--- src/rtl/menu_mode_ctrl.sv ---
// Mode-select menu sequencer: debounced buttons, blinking cursor, mode latch, start pulse.
// Optional build macro: MENU_WRAP_EN (cursor wraps at row ends instead of saturating).
//
// Ports:
//   clk, rst_n          clock, async active-low reset
//   frame_tick          one-cycle pulse per video frame (all timing in frames)
//   menu_active         menu screen is shown
//   btn_up/down/sel     raw asynchronous buttons
//   game_over           one-cycle pulse from game core
//   cursor_y_off[9:0]   registered cursor row offset
//   cursor_on           draw cursor this frame
//   game_mode           latched choice, 0=SCORE 1=TIME
//   start_game          one-cycle start pulse
//   state_o[1:0]        FSM state for debug
module menu_mode_ctrl #(
  parameter int unsigned DEB_FRAMES     = 2,
  parameter int unsigned BLINK_FRAMES   = 16,
  parameter int unsigned CONFIRM_FRAMES = 30,
  parameter logic [9:0]  ROW_SCORE_Y    = 10'd100,
  parameter logic [9:0]  ROW_TIME_Y     = 10'd180
) (
  input  logic       clk,
  input  logic       rst_n,
  input  logic       frame_tick,
  input  logic       menu_active,
  input  logic       btn_up,
  input  logic       btn_down,
  input  logic       btn_sel,
  input  logic       game_over,
  output logic [9:0] cursor_y_off,
  output logic       cursor_on,
  output logic       game_mode,
  output logic       start_game,
  output logic [1:0] state_o
);

  typedef enum logic [1:0] {
    IDLE    = 2'd0,
    MENU    = 2'd1,
    CONFIRM = 2'd2,
    RUN     = 2'd3
  } state_t;

  localparam logic [7:0] DEB_LAST = 8'(DEB_FRAMES - 1);
  localparam logic [7:0] BLK_LAST = 8'(BLINK_FRAMES - 1);
  localparam logic [7:0] CNF_LAST = 8'(CONFIRM_FRAMES - 1);

  logic [2:0] raw;
  logic [2:0] sync1;
  logic [2:0] sync2;
  logic [2:0] stab;
  logic [2:0] stab_d;
  logic [7:0] deb_cnt [3];
  logic [2:0] evt;
  logic       up_evt;
  logic       down_evt;
  logic       sel_evt;

  assign raw      = {btn_sel, btn_down, btn_up};
  assign evt      = stab & ~stab_d;
  assign up_evt   = evt[0];
  assign down_evt = evt[1];
  assign sel_evt  = evt[2];

  always_ff @(posedge clk or negedge rst_n) begin
    if (!rst_n) begin
      sync1  <= '0;
      sync2  <= '0;
      stab   <= '0;
      stab_d <= '0;
      for (int i = 0; i < 3; i++)
        deb_cnt[i] <= '0;
    end else begin
      sync1  <= raw;
      sync2  <= sync1;
      stab_d <= stab;
      for (int i = 0; i < 3; i++) begin
        if (sync2[i] == stab[i]) begin
          deb_cnt[i] <= '0;
        end else if (frame_tick) begin
          if (deb_cnt[i] == DEB_LAST) begin
            stab[i]    <= ~stab[i];
            deb_cnt[i] <= '0;
          end else begin
            deb_cnt[i] <= deb_cnt[i] + 8'd1;
          end
        end
      end
    end
  end

  state_t     state;
  state_t     state_n;
  logic       sel_row;
  logic       sel_row_n;
  logic       game_mode_n;
  logic       cursor_on_n;
  logic       start_n;
  logic [7:0] blink_cnt;
  logic [7:0] blink_n;
  logic [7:0] conf_cnt;
  logic [7:0] conf_n;

  always_ff @(posedge clk or negedge rst_n) begin
    if (!rst_n) begin
      state        <= IDLE;
      sel_row      <= 1'b0;
      game_mode    <= 1'b0;
      cursor_on    <= 1'b0;
      start_game   <= 1'b0;
      blink_cnt    <= '0;
      conf_cnt     <= '0;
      cursor_y_off <= ROW_SCORE_Y;
    end else begin
      state        <= state_n;
      sel_row      <= sel_row_n;
      game_mode    <= game_mode_n;
      cursor_on    <= cursor_on_n;
      start_game   <= start_n;
      blink_cnt    <= blink_n;
      conf_cnt     <= conf_n;
      cursor_y_off <= sel_row ? ROW_TIME_Y : ROW_SCORE_Y;
    end
  end

  always_comb begin
    state_n     = state;
    sel_row_n   = sel_row;
    game_mode_n = game_mode;
    cursor_on_n = cursor_on;
    start_n     = 1'b0;
    blink_n     = blink_cnt;
    conf_n      = conf_cnt;
    unique case (state)
      IDLE: begin
        cursor_on_n = 1'b0;
        if (menu_active) begin
          state_n     = MENU;
          blink_n     = '0;
          cursor_on_n = 1'b1;
        end
      end
      MENU: begin
        if (!menu_active) begin
          state_n     = IDLE;
          cursor_on_n = 1'b0;
        end else if (sel_evt) begin
          state_n     = CONFIRM;
          game_mode_n = sel_row;
          conf_n      = '0;
          cursor_on_n = 1'b1;
        end else begin
`ifdef MENU_WRAP_EN
          if (up_evt ^ down_evt)
            sel_row_n = ~sel_row;
`else
          if (up_evt && !down_evt)
            sel_row_n = 1'b0;
          else if (down_evt && !up_evt)
            sel_row_n = 1'b1;
`endif
          if (frame_tick) begin
            if (blink_cnt == BLK_LAST) begin
              blink_n     = '0;
              cursor_on_n = ~cursor_on;
            end else begin
              blink_n = blink_cnt + 8'd1;
            end
          end
        end
      end
      CONFIRM: begin
        cursor_on_n = 1'b1;
        if (!menu_active) begin
          state_n     = IDLE;
          cursor_on_n = 1'b0;
        end else if (frame_tick) begin
          if (conf_cnt == CNF_LAST) begin
            state_n     = RUN;
            start_n     = 1'b1;
            cursor_on_n = 1'b0;
            conf_n      = '0;
          end else begin
            conf_n = conf_cnt + 8'd1;
          end
        end
      end
      RUN: begin
        cursor_on_n = 1'b0;
        if (game_over) begin
          if (menu_active) begin
            state_n     = MENU;
            blink_n     = '0;
            cursor_on_n = 1'b1;
          end else begin
            state_n = IDLE;
          end
        end
      end
      default: state_n = IDLE;
    endcase
  end

  assign state_o = state;

endmodule

--- config.mk ---
export PLATFORM = sky130hd
export DESIGN_NAME = menu_mode_ctrl
export DESIGN_NICKNAME = d
export VERILOG_FILES = /design/src/rtl/menu_mode_ctrl.sv
export SDC_FILE = /design/constraint.sdc
export NUM_CORES = 1
export LEC_CHECK = 0
export CAP_MARGIN = 20
export CORE_MARGIN = 10
export CORE_UTILIZATION = 50
export DETAILED_ROUTE_END_ITERATION = 8
export PLACE_DENSITY = 0.71
export SLEW_MARGIN = 5
export SYNTH_ARGS = -nofsm -noshare
export SYNTH_HDL_FRONTEND = slang
export SYNTH_SLANG_ARGS = --single-unit
--- constraint.sdc ---
create_clock -name clk -period 2.07 [get_ports clk]
set_input_delay 0.414 -clock clk [delete_from_list [all_inputs] [get_ports clk]]
set_output_delay 0.414 -clock clk [all_outputs]
set_load 0.03 [all_outputs]
# Word level (Yosys, flattened, before mapping)
# Index checks and enable logic that the tools add are counted.
totals:
  register_bits: 66
  input_bits: 8
  output_inout_bits: 15
  elab_cells: 124
classes:
  add_sub_neg: 5
  eq_ne: 24
  n_mux: 48
  bitwise: 10
  n_reduce_logical: 20
op_table:
  columns: ["operator", "n"]
  rows:
  - ["$mux 8", 21]
  - ["$add 8x1->8 const B", 5]
  - ["$eq 8x1->1 const B", 3]
  - ["$pmux 8 s3", 1]
  - ["$mux 1", 16]
  - ["$ne 2x2->1 const B", 8]
  - ["$pmux 8 s2", 1]
  - ["$reduce_and 5->1", 3]
  - ["$mux 2", 7]
  - ["$reduce_and 3->1", 4]
  - ["$reduce_bool 2->1", 5]
  - ["$ne 3x3->1 const B", 3]
  - ["$eq 8x4->1 const B", 1]
  - ["$eq 8x5->1 const B", 1]
  - ["$ne 4x4->1 const B", 2]
  - ["$not 1->1", 8]
  - ["$pmux 2 s4", 1]
  - ["$eq 2x2->1 const B", 2]
  - ["$pmux 1 s4", 1]
  - ["$reduce_and 4->1", 1]
  - ["$and 3x3->3", 1]
  - ["$eq 1x1->1", 3]
  - ["$not 3->3", 1]
  - ["$reduce_bool 3->1", 1]
  - ["other kinds (5)", 7]

# Logic depth before layout (Yosys ltp)
depth:
  depth_word: 6
  ltp_mapped: 7
  ltp_nobuf: 6

# Worst setup path before layout
# OpenSTA, ideal clock, no wires.
synth_path:
  kind: "register to register"
  from: "register state[0], in the netlist state_o[0]"
  to: "register conf_cnt[7]"
  setup_ps: 119
  arrival_ps: 1654
  required_ps: 1951
  path_slack_ps: 297
  stages_incl_launch_ff: 7
  path_buffers: 2
  synth_period_minus_slack_ps: 1773
  cell_sequence: "dfrtp_1 buf_2 and4bb_2 o21ai_1 buf_2 o31a_1 o21ba_2"
synth_between:
  elab_chain_len: 3
  word_cells_on_any_way: 9
  classes_between: "eq/ne: 6; mux: 1; reduce/logical: 2"
synth_lines:
  columns: ["element", "line_no", "text"]
  rows:
  - ["from (decl)", "92", "state_t state;"]
  - ["from (signal assigned)", "115", "state <= state_n;"]
  - ["$eq 2x1->1 or $eq 2x2->1 (tied branches)", "134", "unique case (state)"]
  - ["$ne 2x2->1 (no source line) or $reduce_bool 2->1 (tied branches)", null, null]
  - ["$reduce_and 5->1 (no source line)", null, null]
  - ["to (signal assigned)", "121", "conf_cnt <= conf_n;"]
  - ["to (decl)", "101", "logic [7:0] conf_cnt;"]
# Parallel ways exist; a longest one is shown, timed or not.
# A chain may end at the register's enable or synchronous reset.

# Worst setup path in the final report
layout_path:
  from: "register state[1], in the netlist state_o[1]"
  to: "output port state_o[1]"
layout_lines:
  columns: ["element", "line_no", "text"]
  rows:
  - ["to (decl)", "34", "output logic [1:0] state_o"]
# No word-level cell between the ends.

==> impl_metrics.env <==
export IMPL_hpwlAfterDp_um=4341
export IMPL_min_period_ps=1976
export IMPL_clk_pin_slew_ps=80
export IMPL_cts_tree="done"
export IMPL_crit_type="reg2out"
export IMPL_synthMostInstantiatedCell="dfrtp_1"
export IMPL_worst_path_stages=1
export IMPL_r2r_slack_ps=190
export IMPL_fin_ws_ps=93.51
export IMPL_ctsLongestPathBuffers=2
export IMPL_grtUsageTotal=0.1321
export IMPL_ant_nets=0
export IMPL_synth_edf_count=0
export IMPL_fp_dieArea_sq_um=9904
export IMPL_clk_insertion_delay_late_ps=340
export IMPL_place_area_sq_um=3446
export IMPL_drive_above_1_share=0.1605
export IMPL_synth_seq_cells=60
export IMPL_yosysTopAreaCellShare=0.4670
export IMPL_first_pass_iters=4
export IMPL_hp_class="in2async"
export IMPL_max_stage_delay_ps=730
export IMPL_synth_mux_area_frac=0.01781
export IMPL_power_uw=3647
export IMPL_wl_met2_um=2850
export IMPL_ioPinCount=23
export IMPL_overflow=0
export IMPL_fin_area_sq_um=3617
export IMPL_crit_slowest_cell="clkdlybuf4s50_1"
export IMPL_place_congestion=0.8150
export IMPL_nets=362
export IMPL_ys_top_cells_by_count="dfrtp_1 (59), nand2_1 (28), o21ai_0 (20)"
export IMPL_synth_distinct_cells=56
export IMPL_cts_max_level=3
export IMPL_core_rowCount=28
export IMPL_maxSlewViolCount=0
export IMPL_finalClockSkew_ps=15.07
export IMPL_dr_first_iter_drc_count=87
export IMPL_ff2ff_path_depth=6
export IMPL_dp_slack_ps=-42.26
export IMPL_cts_root_buf="clkbuf_8"
export IMPL_leakage_uw=0.001602
export IMPL_r2r_start="conf_cnt[1]$_DFFE_PN0P_"
export IMPL_max_freq_ghz=0.5059
export IMPL_status="finished clean"
export IMPL_finalSetupViolCount=0
export IMPL_cts_sinks=60
export IMPL_peakVddDrop_uv=760.7
export IMPL_syn_area_sq_um=3162
export IMPL_crit_chain="clkdlybuf4s50_1"
export IMPL_synth_simple_gate_area_share=0.2089
export IMPL_cts_setup_buffers=0
export IMPL_n_fill_cell=522
export IMPL_synth_compound_area_frac=0.1686
export IMPL_crit_buf_inv=1
export IMPL_finalSetupTns_ps=0
export IMPL_startpoint_type="flop"
export IMPL_rsz0062_at_grt="no"
export IMPL_wl_met3_um=262
export IMPL_wl_met1_um=2971
export IMPL_synth_top_family_by_area="simple AND/OR/NAND/NOR gates"
export IMPL_via_per_inst=5.564
export IMPL_wl_per_cell_um=14.59
export IMPL_postSynth_asyncResetShare=1.000
export IMPL_finalWirelength_um=6186
export IMPL_rr_endpoint="conf_cnt[3]$_DFFE_PN0P_"
export IMPL_synthCells=312
export IMPL_grt_max_degree=61
export IMPL_coreArea_sq_um=6026
export IMPL_seq_area_frac_synth=0.4753
export IMPL_p_per_area_nw_per_um2=1008
export IMPL_yosys_top_cells_area="dfrtp_1 (47%), ha_1 (4.0%), nand2_1 (3.3%)"
export IMPL_crit_required_ps=1660
export IMPL_synthAdderAreaFrac=0.03957
export IMPL_crit_family="buffers and inverters"
export IMPL_grt_pass1_wl_um=10980
export IMPL_crit_fanout=10
export IMPL_max_cap_viol_count=0
export IMPL_endpoint_kind="output pin"
export IMPL_arrival_ps=1560
export IMPL_diodes=0
export IMPL_die_height_um=99.52
export IMPL_fin_crit_sh=0.9548
export IMPL_ys_flop_type="dfrtp_1"
export IMPL_start_util=0.5247
export IMPL_numCtsBuffers=9
export IMPL_dr_max_layer_used="met4"
export IMPL_hold_viol=0
export IMPL_syn_area_per_cell_sq_um=10.13
export IMPL_area_delta_synth_final_pct=14.40
export IMPL_yosysWarnings=0
export IMPL_port_buffers=15
export IMPL_synthXorXnorAreaFrac=0.03839
export IMPL_die_width_um=99.52
export IMPL_vias=2359
export IMPL_antenna_found_initial=0
export IMPL_post_route_drc_count=0
export IMPL_yosys_area_top_type="dfrtp_1"
export IMPL_grt_pass1_vias=2365
report_power, final:
| part | total (uW) | leakage (uW) | internal (uW) | switching [uW] |
|---|---|---|---|---|
| clock | 909 | 0.0000889 | 459 | 451 |
| sequential | 1620 | 0.000792 | 1390 | 233 |
| combinational | 1120 | 0.000722 | 499 | 618 |
| total | 3650 | 0.00160 | 2350 | 1300 |
layer usage:
layer  track usage  up-vias
li1              -     1194
met1        0.1718     1109
met2        0.2019       48
met3       0.02976        8
met4       0.06505        0
met5             0        -
stage by stage:
stage | util | std cells | hold slack [ps]
floorplan | - | 317 | 118.4
global placement | 0.5718 | 408 | 333.7
detailed placement | 0.5718 | 408 | 334.7
CTS | 0.5999 | 424 | 83.96
global route | 0.6003 | 424 | 88.17
finish | 0.6003 | 424 | 76.39
state kept, by name (all words and copies together), names as in the netlist, 2 cells and up:
register	cells
stab	3
sync1	3
blink_cnt	8
sync2	3
deb_cnt	24
conf_cnt	8
stab_d	3
cursor_y_off	2
state_o	2
cells in the final DEF (no fill, tap or decap), drive strengths merged, types with 5 or more instances in the layout:
master / count
dfrtp: 59
nand2: 28
o21ai: 26
buf: 18
nand3: 17
a21oi: 13
clkdlybuf4s50: 13
inv: 11
clkbuf: 11
nor2: 10
ha: 10
o31ai: 9
or3: 8
xor2: 7
or4: 7
nor3: 7
a21o: 7
conb: 7
xnor2: 6
nor2b: 5
nor4: 5
nor3b: 5
mux2: 5
o211ai: 5
timing repair:
item | in CTS | in global routing
resized for setup | 0 | 1
endpoints found under the setup margin | 0 | 1
hold buffers | 0 | 0
how the worst max path moves through the flow:
stage | start | to | slack [ps]
6_report | state_o[1]$_DFFE_PN0P_ | state_o[1] | 90
2_1_floorplan | state_o[0]$_DFFE_PN0P_ | conf_cnt[7]$_DFFE_PN0P_ | 300
3_5_place_dp | frame_tick | deb_cnt[23]$_DFFE_PN0P_ | -40
3_3_place_gp | frame_tick | deb_cnt[23]$_DFFE_PN0P_ | -20
4_1_cts | state_o[0]$_DFFE_PN0P_ | state_o[0] | 20
5_1_grt | state_o[1]$_DFFE_PN0P_ | state_o[1] | 6
kinds of logic after synthesis:
logic type | Yosys count
xor gates and xnor gates | 13
DFF | 60
AOI/OAI and AO/OA | 79
other | 2
muxes | 5
adders and majority gates | 10
and+or+nand+nor | 116
buffers and inverters | 27
cell type report:
cell class | count | area (sq um) | share of cell area
Inverter | 11 | 41.29 | 0.01141
Timing Repair Buffer | 32 | 287.8 | 0.07956
Tap cell | 75 | 93.84 | 0.02594
Clock buffer | 11 | 141.4 | 0.03909
Clock inverter | 5 | 27.53 | 0.007610
Sequential cell | 60 | 1503 | 0.4154
Multi-Input combinational cell | 230 | 1523 | 0.4210
(Power assumes the default switching activity.)
